[config.mk]
export PLATFORM = sky130hd
export DESIGN_NAME = mm_read_arbiter
export DESIGN_NICKNAME = d
export VERILOG_FILES = /design/src/rtl/mm_read_arbiter.sv
export SDC_FILE = /design/constraint.sdc
export NUM_CORES = 1
export LEC_CHECK = 0
export ABC_AREA = 1
export CORE_UTILIZATION = 35
export CTS_CLUSTER_DIAMETER = 50
export DETAILED_ROUTE_END_ITERATION = 8
export HOLD_SLACK_MARGIN = 0.15
export PLACE_DENSITY = 0.71
export SYNTH_ARGS = -nofsm -noshare
export SYNTH_HDL_FRONTEND = slang
export SYNTH_SLANG_ARGS = --single-unit
[constraint.sdc]
create_clock -name clk -period 3.8 [get_ports clk]
set_clock_uncertainty 0.15 [all_clocks]
set_input_delay 0.76 -clock clk [delete_from_list [all_inputs] [get_ports clk]]
set_output_delay 0.76 -clock clk [all_outputs]
set_load 0.005 [all_outputs]
[src/rtl/mm_read_arbiter.sv]
// ----------------------------------------------------------------------------
// mm_read_arbiter
//   Shares the single main-memory read port between requester 0 (I-cache)
//   and requester 1 (D-cache). One requester is granted at a time with
//   round-robin fairness; the granted address is held on MMAddress while
//   MMRead is high, the returned block is registered and the granted
//   requester gets a one-cycle DataReady pulse. A watchdog aborts reads that
//   memory never answers and raises a sticky Timeout flag.
//
// Ports
//   clk          rising-edge clock
//   rst          asynchronous reset, active-low
//   Req0/Addr0   requester 0 request (held until DataReady0) and block address
//   Req1/Addr1   requester 1 request (held until DataReady1) and block address
//   MMDataReady  main memory: MMData valid this cycle
//   MMData       main-memory read data
//   MMRead       read strobe to main memory
//   MMAddress    latched address of the granted requester
//   BlockOut     registered block, valid while DataReadyN=1
//   DataReady0/1 one-cycle completion pulses
//   Busy         high whenever the arbiter is not idle
//   Timeout      sticky watchdog error flag, cleared only by reset
// All outputs are driven straight from flops.
// ----------------------------------------------------------------------------
module mm_read_arbiter #(
    parameter int ADDR_WIDTH     = 32,
    parameter int BLOCK_WIDTH    = 128,
    parameter int TIMEOUT_CYCLES = 64
) (
    input  logic                   clk,
    input  logic                   rst,
    input  logic                   Req0,
    input  logic [ADDR_WIDTH-1:0]  Addr0,
    input  logic                   Req1,
    input  logic [ADDR_WIDTH-1:0]  Addr1,
    input  logic                   MMDataReady,
    input  logic [BLOCK_WIDTH-1:0] MMData,
    output logic                   MMRead,
    output logic [ADDR_WIDTH-1:0]  MMAddress,
    output logic [BLOCK_WIDTH-1:0] BlockOut,
    output logic                   DataReady0,
    output logic                   DataReady1,
    output logic                   Busy,
    output logic                   Timeout
);

    localparam int CNT_WIDTH = $clog2(TIMEOUT_CYCLES + 1);
    localparam logic [CNT_WIDTH-1:0] CNT_LAST = CNT_WIDTH'(TIMEOUT_CYCLES - 1);

    localparam logic [1:0] S_IDLE = 2'd0;
    localparam logic [1:0] S_READ = 2'd1;
    localparam logic [1:0] S_DONE = 2'd2;

    logic [1:0]             state_q,   state_d;
    logic                   grant_q,   grant_d;
    logic                   rr_q,      rr_d;
    logic [CNT_WIDTH-1:0]   cnt_q,     cnt_d;
    logic [ADDR_WIDTH-1:0]  addr_q,    addr_d;
    logic [BLOCK_WIDTH-1:0] block_q,   block_d;
    logic                   timeout_q, timeout_d;
    logic                   mmread_q,  mmread_d;
    logic                   dr0_q,     dr0_d;
    logic                   dr1_q,     dr1_d;
    logic                   busy_q,    busy_d;

    always_comb begin
        state_d   = state_q;
        grant_d   = grant_q;
        rr_d      = rr_q;
        cnt_d     = cnt_q;
        addr_d    = addr_q;
        block_d   = block_q;
        timeout_d = timeout_q;

        case (state_q)
            S_IDLE: begin
                if (Req0 || Req1) begin
                    // Contention goes to the favoured side; otherwise the lone requester.
                    grant_d = (Req0 && Req1) ? rr_q : Req1;
                    addr_d  = grant_d ? Addr1 : Addr0;
                    cnt_d   = '0;
                    state_d = S_READ;
                end
            end
            S_READ: begin
                cnt_d = cnt_q + 1'b1;
                // Data beats the watchdog when both land on the same edge.
                if (MMDataReady) begin
                    block_d = MMData;
                    state_d = S_DONE;
                end else if (cnt_q == CNT_LAST) begin
                    timeout_d = 1'b1;
                    state_d   = S_IDLE;
                end
            end
            S_DONE: begin
                rr_d    = ~grant_q;
                state_d = S_IDLE;
            end
            default: state_d = S_IDLE;
        endcase

        // Strobes are decoded from next state so they leave flops glitch-free.
        mmread_d = (state_d == S_READ);
        dr0_d    = (state_d == S_DONE) && !grant_d;
        dr1_d    = (state_d == S_DONE) &&  grant_d;
        busy_d   = (state_d != S_IDLE);
    end

    always_ff @(posedge clk or negedge rst) begin
        if (!rst) begin
            state_q   <= S_IDLE;
            grant_q   <= 1'b0;
            rr_q      <= 1'b0;
            cnt_q     <= '0;
            addr_q    <= '0;
            block_q   <= '0;
            timeout_q <= 1'b0;
            mmread_q  <= 1'b0;
            dr0_q     <= 1'b0;
            dr1_q     <= 1'b0;
            busy_q    <= 1'b0;
        end else begin
            state_q   <= state_d;
            grant_q   <= grant_d;
            rr_q      <= rr_d;
            cnt_q     <= cnt_d;
            addr_q    <= addr_d;
            block_q   <= block_d;
            timeout_q <= timeout_d;
            mmread_q  <= mmread_d;
            dr0_q     <= dr0_d;
            dr1_q     <= dr1_d;
            busy_q    <= busy_d;
        end
    end

    assign MMRead     = mmread_q;
    assign MMAddress  = addr_q;
    assign BlockOut   = block_q;
    assign DataReady0 = dr0_q;
    assign DataReady1 = dr1_q;
    assign Busy       = busy_q;
    assign Timeout    = timeout_q;

endmodule

## Word level (Yosys, flattened, before mapping)

Index checks and enable logic that the tools add are counted.

| storage, ports and cells | value |
|---|---|
| bits in registers | 176 |
| input bits | 197 |
| word-level logic and storage cells | 42 |
| output and inout bits | 165 |

| cells by class | value |
|---|---|
| bitwise logic cells | 2 |
| add/sub/neg operators | 1 |
| reductions and logical operators | 12 |
| mux-type cells | 10 |
| equality and inequality tests | 6 |

Operator list:

| operator | number |
|---|---|
| two-way mux 32 bit | 1 |
| case mux 7 bit (2 select lines) | 1 |
| adder 7 x 1 -> 7 bit (second input constant) | 1 |
| equality test 7 x 6 -> 1 bit (second input constant) | 1 |
| two-way mux 7 bit | 1 |
| two-way mux 2 bit | 3 |
| AND reduction 2 bit | 3 |
| equality test 2 x 1 -> 1 bit (second input constant) | 2 |
| equality test 2 bit (second input constant) | 2 |
| case mux 2 bit (2 select lines) | 1 |
| nonzero test 2 bit | 2 |
| logical AND 1 bit | 3 |
| two-way mux 1 bit | 3 |
| AND reduction 3 bit | 1 |
| logical NOT 2 bit | 1 |
| inequality test 2 bit (second input constant) | 1 |
| NOT 1 bit | 2 |
| logical NOT 1 bit | 1 |
| logical OR 1 bit | 1 |

## Logic depth before layout (Yosys ltp)

| depth | value |
|---|---|
| depth after elaboration | 6 |
| gate-level depth with buffers | 9 |
| depth with buffers taken out | 7 |

## Worst setup path after synthesis

Ideal clock, no wire load.

| path | value |
|---|---|
| kind | in2reg |
| start | in Req1 |
| end | reg busy_q, in the netlist Busy |
| data required time | 3512 ps |
| setup slack | 2046 ps |
| stages on the path | 6 |
| library setup time | 138 ps |
| path buffers | 2 |
| arrival time | 1466 ps |
| cells stage by stage | buf_2 > inv_1 > nand2_1 > nand2_1 > clkbuf_1 > nand3_1 |

| on the way | value |
|---|---|
| cells in the longest elaborated chain, start to end | 4 |

Ends and longest elaborated chain:

| what | RTL line | source |
|---|---|---|
| from (decl) | 34 | `input logic Req1,` |
| logical OR 1 bit | 77 | `if (Req0 \|\| Req1) begin` |
| two-way mux 2 bit | 77 |  |
| case mux 2 bit (2 select lines) | 75 | `case (state_q)` |
| nonzero test 2 bit | 107 | `busy_d = (state_d != S_IDLE);` |
| via busy_d | 64 | `logic busy_q, busy_d;` |
| to (signal assigned) | 134 | `busy_q <= busy_d;` |
| to (decl) | 64 |  |

The timed path passes the listed nets, and every way through them passes these cells.
A chain may end at the register's enable or synchronous reset.

## Final worst setup path

| path | value |
|---|---|
| start | reg addr_q[23], in the netlist MMAddress[23] |
| end | out MMAddress[23] |

RTL lines:

| what | RTL line | source |
|---|---|---|
| from (decl) | 58 | `logic [ADDR_WIDTH-1:0] addr_q, addr_d;` |
| from (signal assigned) | 128 | `addr_q <= addr_d;` |
| to (decl) | 39 | `output logic [ADDR_WIDTH-1:0] MMAddress,` |

No word-level cell between the ends.

==> impl_metrics.ini <==
[pwr]
combPwrFrac = 0.417
p_seq_frac = 0.366
p_switching_uw = 2840
pwr-share-clk = 0.217
p_leak_uw = 0.00584
power_density_nw_per_um2 = 746
switching_share = 0.323
vdd.ir_drop.worst_v = 0.000368
internal_power_uw = 5960

[synthesis]
yosysUniqueCellTypes = 18
synth_area_um2 = 7300
yosysMostFrequentCell = nand2_1
synth-adder-area-share = 0.00171
async_flop_share = 1.00
synth_edf_count = 0
synth_common_cells = nand2_1, dfrtp_1, inv_1
yosys.area.top_type = dfrtp_1
ys_seq_elements = 176
synth_seq_area_share = 0.603
synth-xor-area-share = 0
synthSimpleGateAreaFrac = 0.332
netlist.area_leader.share = 0.603
synth_top_family_by_area = simple AND/OR/NAND/NOR gates
syn_inst = 872
synth_compound_area_frac = 0.00497
synth_flop_cell = dfrtp_1
synthesis.nets = 1070
synth_mux_area_frac = 0
synth.top_cells.by_area = dfrtp_1, nand2_1, nand3b_1, nand3_1, inv_1
syn_avg_cell_area_um2 = 8.37
yosys_warnings = 0

[worst_setup_path]
start_kind = flop
worstPathArrival_ps = 1340
crit_family = buffers and inverters
slowest_stage = clkdlybuf4s50_1
max_stage_delay_ps = 540
critPathKind = reg -> out
crit_required_ps = 2890
crit_buf_inv = 1
worst-path-max-fanout = 2
crit_path_cell_trace = clkdlybuf4s50_1
end_kind = primary output

[cts]
clk_path_buf_depth = 2
numCtsBuffers = 17
h-tree-depth = 4
cts.sinks = 176
root_buffer = clkbuf_16
cts_setup_buffers = 0
clk_pin_slew_worst_paths_ps = 70
clock_latency_ps = 410
cts_resized = 0
cts_tree = built
postCtsHoldBufs = 0

[timing]
hold_viol_final = 0
fmax_mhz = 445
period_share = 0.592
rsz0062_at_grt = no
tns_ps = 0
layout_min_cycle_time_ps = 2250
relSlewSlack = 0.595
slew_violations = 0
setup_viol = 0
worst_pin_slew_ps = 607

[route]
wl_met2_mm = 10.6
vias = 6716
wl_mm = 21.8
wl_per_cell_um = 14.5
vias_per_cell = 4.47
met3_length_mm = 1.58
drt-pass1-iter-count = 5
wl_met1_mm = 9.24
top_layer_used = met4
drc = 0
postRouteAntennaNets = 0
drt_iter0_drc = 307

[cells_and_area]
ff_latch_area_um2 = 4400
multi_input_area_um2 = 2480
syn2layout_area_growth_pct = 61.4
fin_nets = 1416
finalNonFillerCells = 1502
drive_gt1_frac = 0.0382
fillerInstances = 1812

[run_status]
outcome = finished clean

[die]
die_w_um = 146
die_h_um = 146
std_cell_rows = 52
ios = 362
initial_utilization = 0.358
die_area_um2 = 21400
coreArea_um2 = 20400

[global_route]
grt_pass1_wl_mm = 35.3
grt_start_max_net_pins = 130
grt_pass1_vias = 6779
antenna_found_initial = 1
gr-total-overflow = 0
grt_usage = 0.208

[place]
hpwl_mm = 15.5
gp_congestion = 0.785
dp_cells = 1469
port_buffers = 361

[min_path]
hold_path.class = in -> async

[job]
max_cap_violations = 0
==> logic make-up (layout without fill, tap and decap cells) <==
| family | Yosys count | in the layout |
|---|---|---|
| simple gates | 595 | 595 |
| other cells | 0 | 1 |
| buf+inv | 93 | 452 |
| flops | 176 | 176 |
| compound gates | 7 | 7 |
| fa+ha+maj | 1 | 1 |
==> per-stage QoR <==
stage | total power, µW | hold WS (ps) | worst slack [ps] | util | instance area [µm²]
after floorplan | 4620 | 307 | 2050 | - | 7300
after global routing | 9410 | 179 | 1490 | 0.579 | 11800
after CTS | 8910 | 168 | 1520 | 0.579 | 11800
after detailed placement | 6950 | 305 | 1280 | 0.547 | 11100
final | 8790 | 145 | 1550 | 0.579 | 11800
after global placement | 6880 | 301 | 1310 | 0.547 | 11100
==> path summary, 6_finish.rpt <==
| path | startpoint | slack [ps] | to | depth (start not counted) |
|---|---|---|---|---|
| setup / recovery | MMAddress[23] | 1550 | MMAddress[23] | 1 |
| hold / removal | rst | 140 | MMRead | 1 |
| setup reg to reg | state_q[0] | 1960 | BlockOut[19] | 7 |
| hold reg to reg | Timeout | 320 | Timeout | 2 |
| max in group asynchronous | rst | 2520 | BlockOut[52] | 2 |
| min in group clk | Timeout | 320 | Timeout | 2 |
==> sequential cells by signal, summed over array words and instances (netlist names) <==
name and count:
Busy 1, DataReady1 1, Timeout 1, state_q 2
rr_q 1, MMRead 1, cnt_q 7, BlockOut 128
grant_q 1, DataReady0 1, MMAddress 32
==> routing by layer <==
metal	vias up	GRT usage
met5	-	0
li1	3340	-
met4	0	0.0630
met2	239	0.353
met1	3110	0.255
met3	27	0.0600
==> power by group through the flow <==
stage / logic (µW) / registers [µW] / clock network (µW)
CTS: 3730 / 3220 / 1960
finish: 3670 / 3220 / 1910
floorplan: 1330 / 3290 / 0
global placement: 3670 / 3210 / 0
global route: 4060 / 3330 / 2030
detailed placement: 3720 / 3230 / 0
==> cells in the final DEF, fill, tap and decap left out, drive strengths merged <==
master and instances:
buf 12, diode 1, ha 1, clkinvlp 1, nand4 3, nand2 507
bufinv 4, clkdlybuf4s50 360, nor2 10, clkbuf 20, a31oi 1, nand3 43
dfrtp 176, nand3b 32, inv 53, o21ai 4, clkinv 2, a21oi 2
==> area by class of cell <==
type / count / share of cell area
repair buffers: 372 / 0.317
clock buffers: 20 / 0.0379
inverters: 48 / 0.0155
well taps: 270 / 0.0287
diodes: 1 / 0.000212
clock inverters: 12 / 0.0167
multi-input cells: 603 / 0.210
flip-flops and latches: 176 / 0.374
(Power assumes the default switching activity.)
